File: config.mk
export PLATFORM = sky130hd
export DESIGN_NAME = register_readout
export DESIGN_NICKNAME = d
export VERILOG_FILES = /design/src/rtl/register_readout.sv
export SDC_FILE = /design/constraint.sdc
export NUM_CORES = 1
export LEC_CHECK = 0
export CORE_MARGIN = 2
export CORE_UTILIZATION = 42
export CTS_CLUSTER_DIAMETER = 80
export DETAILED_ROUTE_END_ITERATION = 10
export PLACE_DENSITY = 0.75
export SYNTH_ARGS = -nofsm -noshare
export SYNTH_HDL_FRONTEND = slang
export SYNTH_SLANG_ARGS = --single-unit
File: constraint.sdc
create_clock -name clock -period 4.76 [get_ports clock]
set_clock_uncertainty 0.2 [all_clocks]
set_input_delay 0.476 -clock clock [delete_from_list [all_inputs] [get_ports clock]]
set_output_delay 0.476 -clock clock [all_outputs]
set_load 0.02 [all_outputs]
File: src/rtl/register_readout.sv
// register_readout: snapshots NREG words on start and streams them out index 0 first over valid/ready.
// First word is valid the cycle after start; the offered word holds stable while out_ready is low.
module register_readout #(
  parameter  int N    = 8,
  parameter  int NREG = 4,
  localparam int IW   = (NREG > 1) ? $clog2(NREG) : 1
) (
  input  logic            clock,
  input  logic            reset,
  input  logic [NREG*N-1:0] regs,
  input  logic            start,
  input  logic            out_ready,
  output logic            out_valid,
  output logic [N-1:0]    out_data,
  output logic [IW-1:0]   out_index,
  output logic            out_last,
  output logic            busy,
  output logic            done
);

  typedef enum logic [1:0] {
    S_IDLE = 2'd0,
    S_SEND = 2'd1,
    S_DONE = 2'd2
  } state_t;

  state_t              r_state;
  logic [NREG*N-1:0]   r_snap;
  logic [IW-1:0]       r_index;
  logic                r_valid;
  logic                r_busy;
  logic                r_done;

  state_t              w_state_nxt;
  logic [IW-1:0]       w_index_nxt;
  logic                w_valid_nxt;
  logic                w_busy_nxt;
  logic                w_done_nxt;
  logic                w_capture;
  logic                w_xfer;
  logic                w_at_last;
  logic [N-1:0]        w_data;

  assign w_xfer    = r_valid && out_ready;
  assign w_at_last = (r_index == IW'(NREG - 1));

  always_comb begin
    w_state_nxt = r_state;
    w_index_nxt = r_index;
    w_valid_nxt = r_valid;
    w_busy_nxt  = r_busy;
    w_done_nxt  = 1'b0;
    w_capture   = 1'b0;
    case (r_state)
      S_IDLE: begin
        if (start) begin
          w_capture   = 1'b1;
          w_index_nxt = '0;
          w_valid_nxt = 1'b1;
          w_busy_nxt  = 1'b1;
          w_state_nxt = S_SEND;
        end
      end
      S_SEND: begin
        if (w_xfer) begin
          if (w_at_last) begin
            w_valid_nxt = 1'b0;
            w_busy_nxt  = 1'b0;
            w_done_nxt  = 1'b1;
            w_state_nxt = S_DONE;
          end else begin
            w_index_nxt = r_index + IW'(1);
          end
        end
      end
      S_DONE: begin
        w_state_nxt = S_IDLE;
      end
      default: begin
        w_state_nxt = S_IDLE;
        w_valid_nxt = 1'b0;
        w_busy_nxt  = 1'b0;
      end
    endcase
  end

  always_ff @(posedge clock) begin
    if (reset) begin
      r_state <= S_IDLE;
      r_snap  <= '0;
      r_index <= '0;
      r_valid <= 1'b0;
      r_busy  <= 1'b0;
      r_done  <= 1'b0;
    end else begin
      r_state <= w_state_nxt;
      r_index <= w_index_nxt;
      r_valid <= w_valid_nxt;
      r_busy  <= w_busy_nxt;
      r_done  <= w_done_nxt;
      if (w_capture) begin
        r_snap <= regs;
      end
    end
  end

  // Word select always reads the frozen snapshot, never the live regs.
  always_comb begin
    w_data = '0;
    for (int i = 0; i < NREG; i++) begin
      if (r_index == IW'(i)) begin
        w_data = r_snap[i*N +: N];
      end
    end
  end

  assign out_valid = r_valid;
  assign out_data  = w_data;
  assign out_index = r_index;
  assign out_last  = r_valid && w_at_last;
  assign busy      = r_busy;
  assign done      = r_done;

endmodule
==> results of run 1 <==
-- worst paths after layout --
| kind | start | endpoint | slack [ns] | cells after the start |
|---|---|---|---|---|
| setup / recovery | out_index[0] | out_data[1] | 1.72 | 6 |
| hold / removal | r_snap[13] | r_snap[13] | 0.29 | 2 |
| setup reg to reg | r_state[1] | r_snap[6] | 2.51 | 4 |
| hold reg to reg | r_snap[13] | r_snap[13] | 0.29 | 2 |
-- flip-flops by register name (all words and copies together), names as in the netlist --
| name | cells |
|---|---|
| out_index | 2 |
| busy | 1 |
| r_state | 2 |
| r_snap | 32 |
| done | 1 |
-- metrics by stage --
step,power [W],std cells,utilization [%],area [sq um],hold WS [ns]
finish,0.000672,286,57.3,2310,0.293
CTS,0.000680,286,57.3,2310,0.300
global placement,0.000476,279,55.4,2230,0.272
detailed placement,0.000478,279,55.4,2230,0.281
floorplan,0.000431,193,-,1780,0.260
global route,0.000706,286,57.3,2310,0.328
-- metal layers --
layer | up-vias | track usage (%) | part of all wire [%]
met4 | 0 | 6.54 | 1.3
met5 | - | 0 | 0
met1 | 650 | 21.7 | 46
met2 | 35 | 25.5 | 47
met3 | 4 | 4.82 | 5.3
li1 | 738 | - | -
-- cells in the final DEF, fill, tap and decap left out --
master           count
a21boi_0             1
a21oi_1             19
a22o_1               8
a31oi_1              1
and2_1               1
buf_4                2
clkbuf_1             2
clkbuf_8             5
clkdlybuf4s50_1     49
dfxtp_1             38
ha_1                 4
inv_1               12
mux2i_1             32
nand2_1             10
nand2b_1             1
nand3_1              2
nand3b_1             1
nand4b_4             1
nor2_1              33
nor3b_4              1
nor4_1               2
o211ai_1             1
o21ai_0              8
o32ai_1              1
or3_1                1
-- power breakdown --
part           switching (W)  internal (W)  leakage, nW
clock network       0.000101      0.000101       0.0383
registers          0.0000133      0.000338        0.312
logic              0.0000517     0.0000676        0.578
-- cell type report --
cell class / instances / share of cell area, %
inverters: 12 / 1.95
flip-flops and latches: 38 / 33.0
repair buffers: 51 / 21.9
well taps: 50 / 2.71
multi-input cells: 128 / 37.2
clock buffers: 7 / 3.31
-- cell families (layout without fill, tap and decap cells) --
group	count (synthesis)	after routing	share of synthesized area, %
AO/OA/AOI/OAI	39	39	13.2
adder cells (fa/ha/maj)	4	4	2.82
buffers and inverters	27	70	9.23
flip-flops	38	38	42.8
multiplexers	32	32	18.0
AND/OR/NAND/NOR	53	53	13.9
-- worst reg2reg max path, delay by kind of cell, from the launching register on --
kind	cells	cell delay [ns]
mux	1	0.23
buf+inv	1	0.46
flops	1	0.40
simple gates	2	0.85
==> results.py, run 1 <==
metrics = {
    "floorplan": {
        "rows": 23,
        "core_sq_mm": 0.00403,
        "die_width_microns": 69.0,
        "initial_core_util_pct": 44.1,
        "die_y_microns": 69.0,
        "die_area_sq_mm": 0.00477,
        "pin_count": 50,
    },
    "grt": {
        "grt_start_max_net_pins": 39,
        "track_usage_pct": 16.5,
        "antenna_found_initial": 0,
        "grt_pass1_vias": 1326,
        "overflow": 0,
        "grt_pass1_wl_mm": 6.47,
    },
    "synthesis": {
        "synth_area_sq_mm": 0.00178,
        "synth_cell_types": 27,
        "synth_top_cell_by_area": "dfxtp_1",
        "synth_area_leaders": "dfxtp_1, mux2i_1, nor2_1",
        "synth_fp_nets": 233,
        "synth_area_per_cell_sq_um": 9.21,
        "synthCells": 193,
        "synth_ff_type": "dfxtp_1",
        "ys_ff_latch": 38,
        "synth_edf_count": 0,
        "async_reset_ff_share_pct": 0,
        "yosysMostFrequentCell": "dfxtp_1",
        "netlist_top_cells_count": "dfxtp_1, nor2_1, mux2i_1",
        "yosysSeqAreaShare_pct": 42.8,
        "synth_top_cell_area_share_pct": 42.8,
        "synth_warnings": 0,
    },
    "place": {
        "preCtsSetupSlack_ns": 1.93,
        "dp_hpwl_mm": 2.62,
        "gp_congestion": 0.738,
        "numPortBuffers": 49,
    },
    "timing": {
        "maxSlewViolCount": 0,
        "tns_ns": 0,
        "finalHoldViolCount": 0,
        "clock.fmax_mhz": 328,
        "rsz0062_at_grt": "false",
        "min_period_ns": 3.04,
        "worstMarginPinSlew_ns": 0.895,
        "worst_slack_ns": 1.72,
        "finalCritPeriodShare_pct": 64.0,
        "max_slew_margin_pct": 40.3,
        "setup_viol": 0,
    },
    "setup_path": {
        "worstSetupPathType": "reg -> out",
        "critPathMaxStageDelay_ns": 0.53,
        "path_max_fanout": 16,
        "start_kind": "flop",
        "crit_family": "buffers and inverters",
        "arrival_ns": 2.37,
        "slowest_stage": "clkdlybuf4s50_1",
        "worst-path-buf-inv": 2,
        "cp_cell_sequence": "inv_1 -> ha_1 -> a21oi_1 -> o21ai_0 -> a22o_1 -> clkdlybuf4s50_1",
        "end_kind": "output pin",
        "worstPathRequired_ns": 4.08,
    },
    "pwr": {
        "leakagePower_nw": 0.928,
        "ir_drop_v": 0.000194,
        "cellPowerDensity_mw_per_mm2": 291,
    },
    "run_status": {
        "status": "finished clean",
    },
    "clock_tree": {
        "cts_resized": 0,
        "cts_setup_buffers": 0,
        "hold_buffers": 0,
        "cts_made_buffers": 5,
        "h-tree-depth": 2,
        "clockRootBuffer": "clkbuf_8",
        "clk_pin_slew_worst_paths_ns": 0.07,
        "cts_sinks": 38,
        "clock_path_buffers": 2,
        "clock_latency_ns": 0.28,
        "cts_tree": "built",
    },
    "final_layout": {
        "regArea_sq_um": 761,
        "nNetsFinal": 276,
        "fill_cells": 387,
        "drive_above_1_share_pct": 3.81,
        "multi_input_area_sq_um": 858,
        "n_antenna_cell": 0,
        "syn_to_final_growth_pct": 29.9,
    },
    "routing": {
        "drt_iter0_markers": 80,
        "routed_wl_mm": 3.82,
        "dr.pass1.iters": 4,
        "drc": 0,
        "wire_per_inst_microns": 13.4,
        "vias": 1427,
        "ant_nets": 0,
        "vias_per_cell": 4.99,
    },
    "flow_run": {
        "cap_violations": 0,
    },
    "min_path": {
        "hold_path.class": "reg -> reg",
    },
}
(Power assumes the default switching activity.)
==> run 2: changes to the inputs <==
==> constraint.sdc (replaced) <==
create_clock -name clock -period 3 [get_ports clock]
set_clock_uncertainty 0.2 [all_clocks]
set_input_delay 0.3 -clock clock [delete_from_list [all_inputs] [get_ports clock]]
set_output_delay 0.3 -clock clock [all_outputs]
set_load 0.02 [all_outputs]
==> run 2 against run 1 <==
Net effect:
- critical path depth unchanged
- via count grew 0.91%
- non-clock buffer count is 2 higher
- sequential share of layout area decreased by 1.3 points
- largest cell class unchanged
==> results.py, run 2 (synthesis gave the netlist of run 1 again) <==
metrics = {
    "floorplan": {
        "initial_core_util_pct": 44.1,
        "core_sq_mm": 0.00403,
        "die_y_microns": 69.0,
        "die_area_sq_mm": 0.00477,
        "pin_count": 50,
        "die_width_microns": 69.0,
        "rows": 23,
    },
    "final_layout": {
        "largest_reg_flops": 32,
        "syn_to_final_growth_pct": 35.2,
        "fill_cells": 368,
        "layout_common_cells": "clkdlybuf4s50_1, dfxtp_1, nor2_1, mux2i_1, a21oi_1",
        "n_antenna_cell": 0,
        "final_common_cell": "clkdlybuf4s50_1",
        "nNetsFinal": 278,
        "top_register": "r_snap",
        "drive_above_1_share_pct": 5.86,
    },
    "timing": {
        "setup_viol": 0,
        "worst_slack_ns": 0.172,
        "clock.fmax_mhz": 354,
        "worstMarginPinSlew_ns": 0.779,
        "tns_ns": 0,
        "min_period_ns": 2.83,
        "rsz0062_at_grt": "false",
        "finalHoldViolCount": 0,
        "finalCritPeriodShare_pct": 94.3,
        "max_slew_margin_pct": 47.9,
        "maxSlewViolCount": 0,
        "whs_ns": 0.297,
    },
    "pwr": {
        "cellPowerDensity_mw_per_mm2": 535,
        "leakagePower_nw": 0.976,
        "ir_drop_v": 0.000372,
    },
    "routing": {
        "ant_nets": 0,
        "drc": 0,
        "drt_iter0_markers": 62,
        "wire_per_inst_microns": 13.2,
        "vias_per_cell": 4.98,
        "routed_wl_mm": 3.82,
        "dr.pass1.iters": 4,
        "vias": 1440,
    },
    "place": {
        "preCtsSetupSlack_ns": 0.501,
        "numPortBuffers": 49,
        "gp_congestion": 0.779,
        "dp_hpwl_mm": 2.67,
    },
    "setup_path": {
        "start_kind": "flop",
        "r2r_cells": 5,
        "cp-endpoint": "out_data[7]",
        "arrival_ns": 2.33,
        "path_max_fanout": 16,
        "worstSetupPathType": "reg -> out",
        "critPathLaunch": "out_index[0]",
        "regToRegStartpoint": "out_index[0]",
        "r2r_end": "out_index[0]",
        "rrSetupSlack_ns": 0.96,
        "worstPathRequired_ns": 2.50,
        "end_kind": "output pin",
    },
    "clock_tree": {
        "cts_made_buffers": 5,
        "hold_buffers": 0,
        "clockRootBuffer": "clkbuf_8",
        "clk_pin_slew_worst_paths_ns": 0.08,
        "h-tree-depth": 2,
        "cts_resized": 0,
        "cts_tree": "built",
        "cts_setup_buffers": 0,
        "clock_path_buffers": 2,
        "clock_latency_ns": 0.29,
        "cts_sinks": 38,
    },
    "grt": {
        "grt_start_max_net_pins": 21,
        "antenna_found_initial": 0,
        "overflow": 0,
        "grt_pass1_wl_mm": 6.40,
        "grt_pass1_vias": 1338,
        "track_usage_pct": 16.8,
    },
    "flow_run": {
        "cap_violations": 0,
    },
    "min_path": {
        "hold_path.class": "reg -> reg",
    },
    "run_status": {
        "status": "finished clean",
    },
}
==> run 2: changes by cell type in the layout (fill, tap and decap cells not counted), sizes merged <==
cell    previous run  this run
buf                2         4
bufinv             0         2
clkbuf             7         6
==> run 2: worst min path at each step <==
stage | startpoint | end | slack [ns] | cells past startpoint
3_5_place_dp | r_snap[2] | r_snap[2] | 0.28 | 2
6_report | r_snap[17] | r_snap[17] | 0.30 | 2
5_1_grt | r_snap[26] | r_snap[26] | 0.33 | 2
4_1_cts | r_snap[2] | r_snap[2] | 0.30 | 2
3_3_place_gp | r_snap[2] | r_snap[2] | 0.28 | 2
2_1_floorplan | regs[0] | r_snap[0] | 0.25 | 2
==> run 2: metal layers <==
metal | track usage [%] | vias up | wire [microns]
met1 | 23.0 | 662 | 1810
met4 | 5.23 | 0 | 53
met2 | 24.4 | 32 | 1780
met3 | 6.43 | 4 | 178
met5 | 0 | - | 0
li1 | - | 742 | -
==> run 2: layout make-up <==
cell class,instances,area (sq um),area share (%)
clock inverters,2,60.1,2.50
multi-input cells,128,858,35.7
inverters,12,45.0,1.88
well taps,50,62.6,2.60
repair buffers,53,533,22.2
clock buffers,6,82.6,3.44
flip-flops and latches,38,761,31.7
==> run 2: per-stage QoR <==
step	total power (W)	cells	area, sq um	util, %
global route	0.00134	289	2400	59.6
global placement	0.000759	281	2260	56.1
detailed placement	0.000761	281	2260	56.1
CTS	0.00130	289	2400	59.6
finish	0.00128	289	2400	59.6
floorplan	0.000684	193	1780	-
==> run 2: power by group <==
part           leakage (nW)  internal (W)  total (W)  switching (W)
logic                 0.593      0.000110   0.000192      0.0000825
clock network        0.0714      0.000355   0.000535       0.000181
registers             0.312      0.000535   0.000557      0.0000216
total                 0.976       0.00100    0.00128       0.000285
==> run 2: worst max-delay path: stages (launching register included) <==
cell and delay [ns]:
dfxtp_1 0.44, inv_1 0.09, ha_1 0.40, a21oi_1 0.18, o21ai_0 0.15, a22o_1 0.23, clkdlybuf4s50_1 0.53
==> run 3: changes to the inputs <==
--- a/config.mk
+++ b/config.mk
@@ -5,11 +5,14 @@
 export SDC_FILE = /design/constraint.sdc
 export NUM_CORES = 1
 export LEC_CHECK = 0
+export CAP_MARGIN = 20
 export CORE_MARGIN = 2
 export CORE_UTILIZATION = 42
 export CTS_CLUSTER_DIAMETER = 80
+export CTS_CLUSTER_SIZE = 14
 export DETAILED_ROUTE_END_ITERATION = 10
 export PLACE_DENSITY = 0.75
+export SLEW_MARGIN = 5
 export SYNTH_ARGS = -nofsm -noshare
 export SYNTH_HDL_FRONTEND = slang
 export SYNTH_SLANG_ARGS = --single-unit
==> results of run 3 <==
Final layout, timing and power as in run 2 (identical DEF).
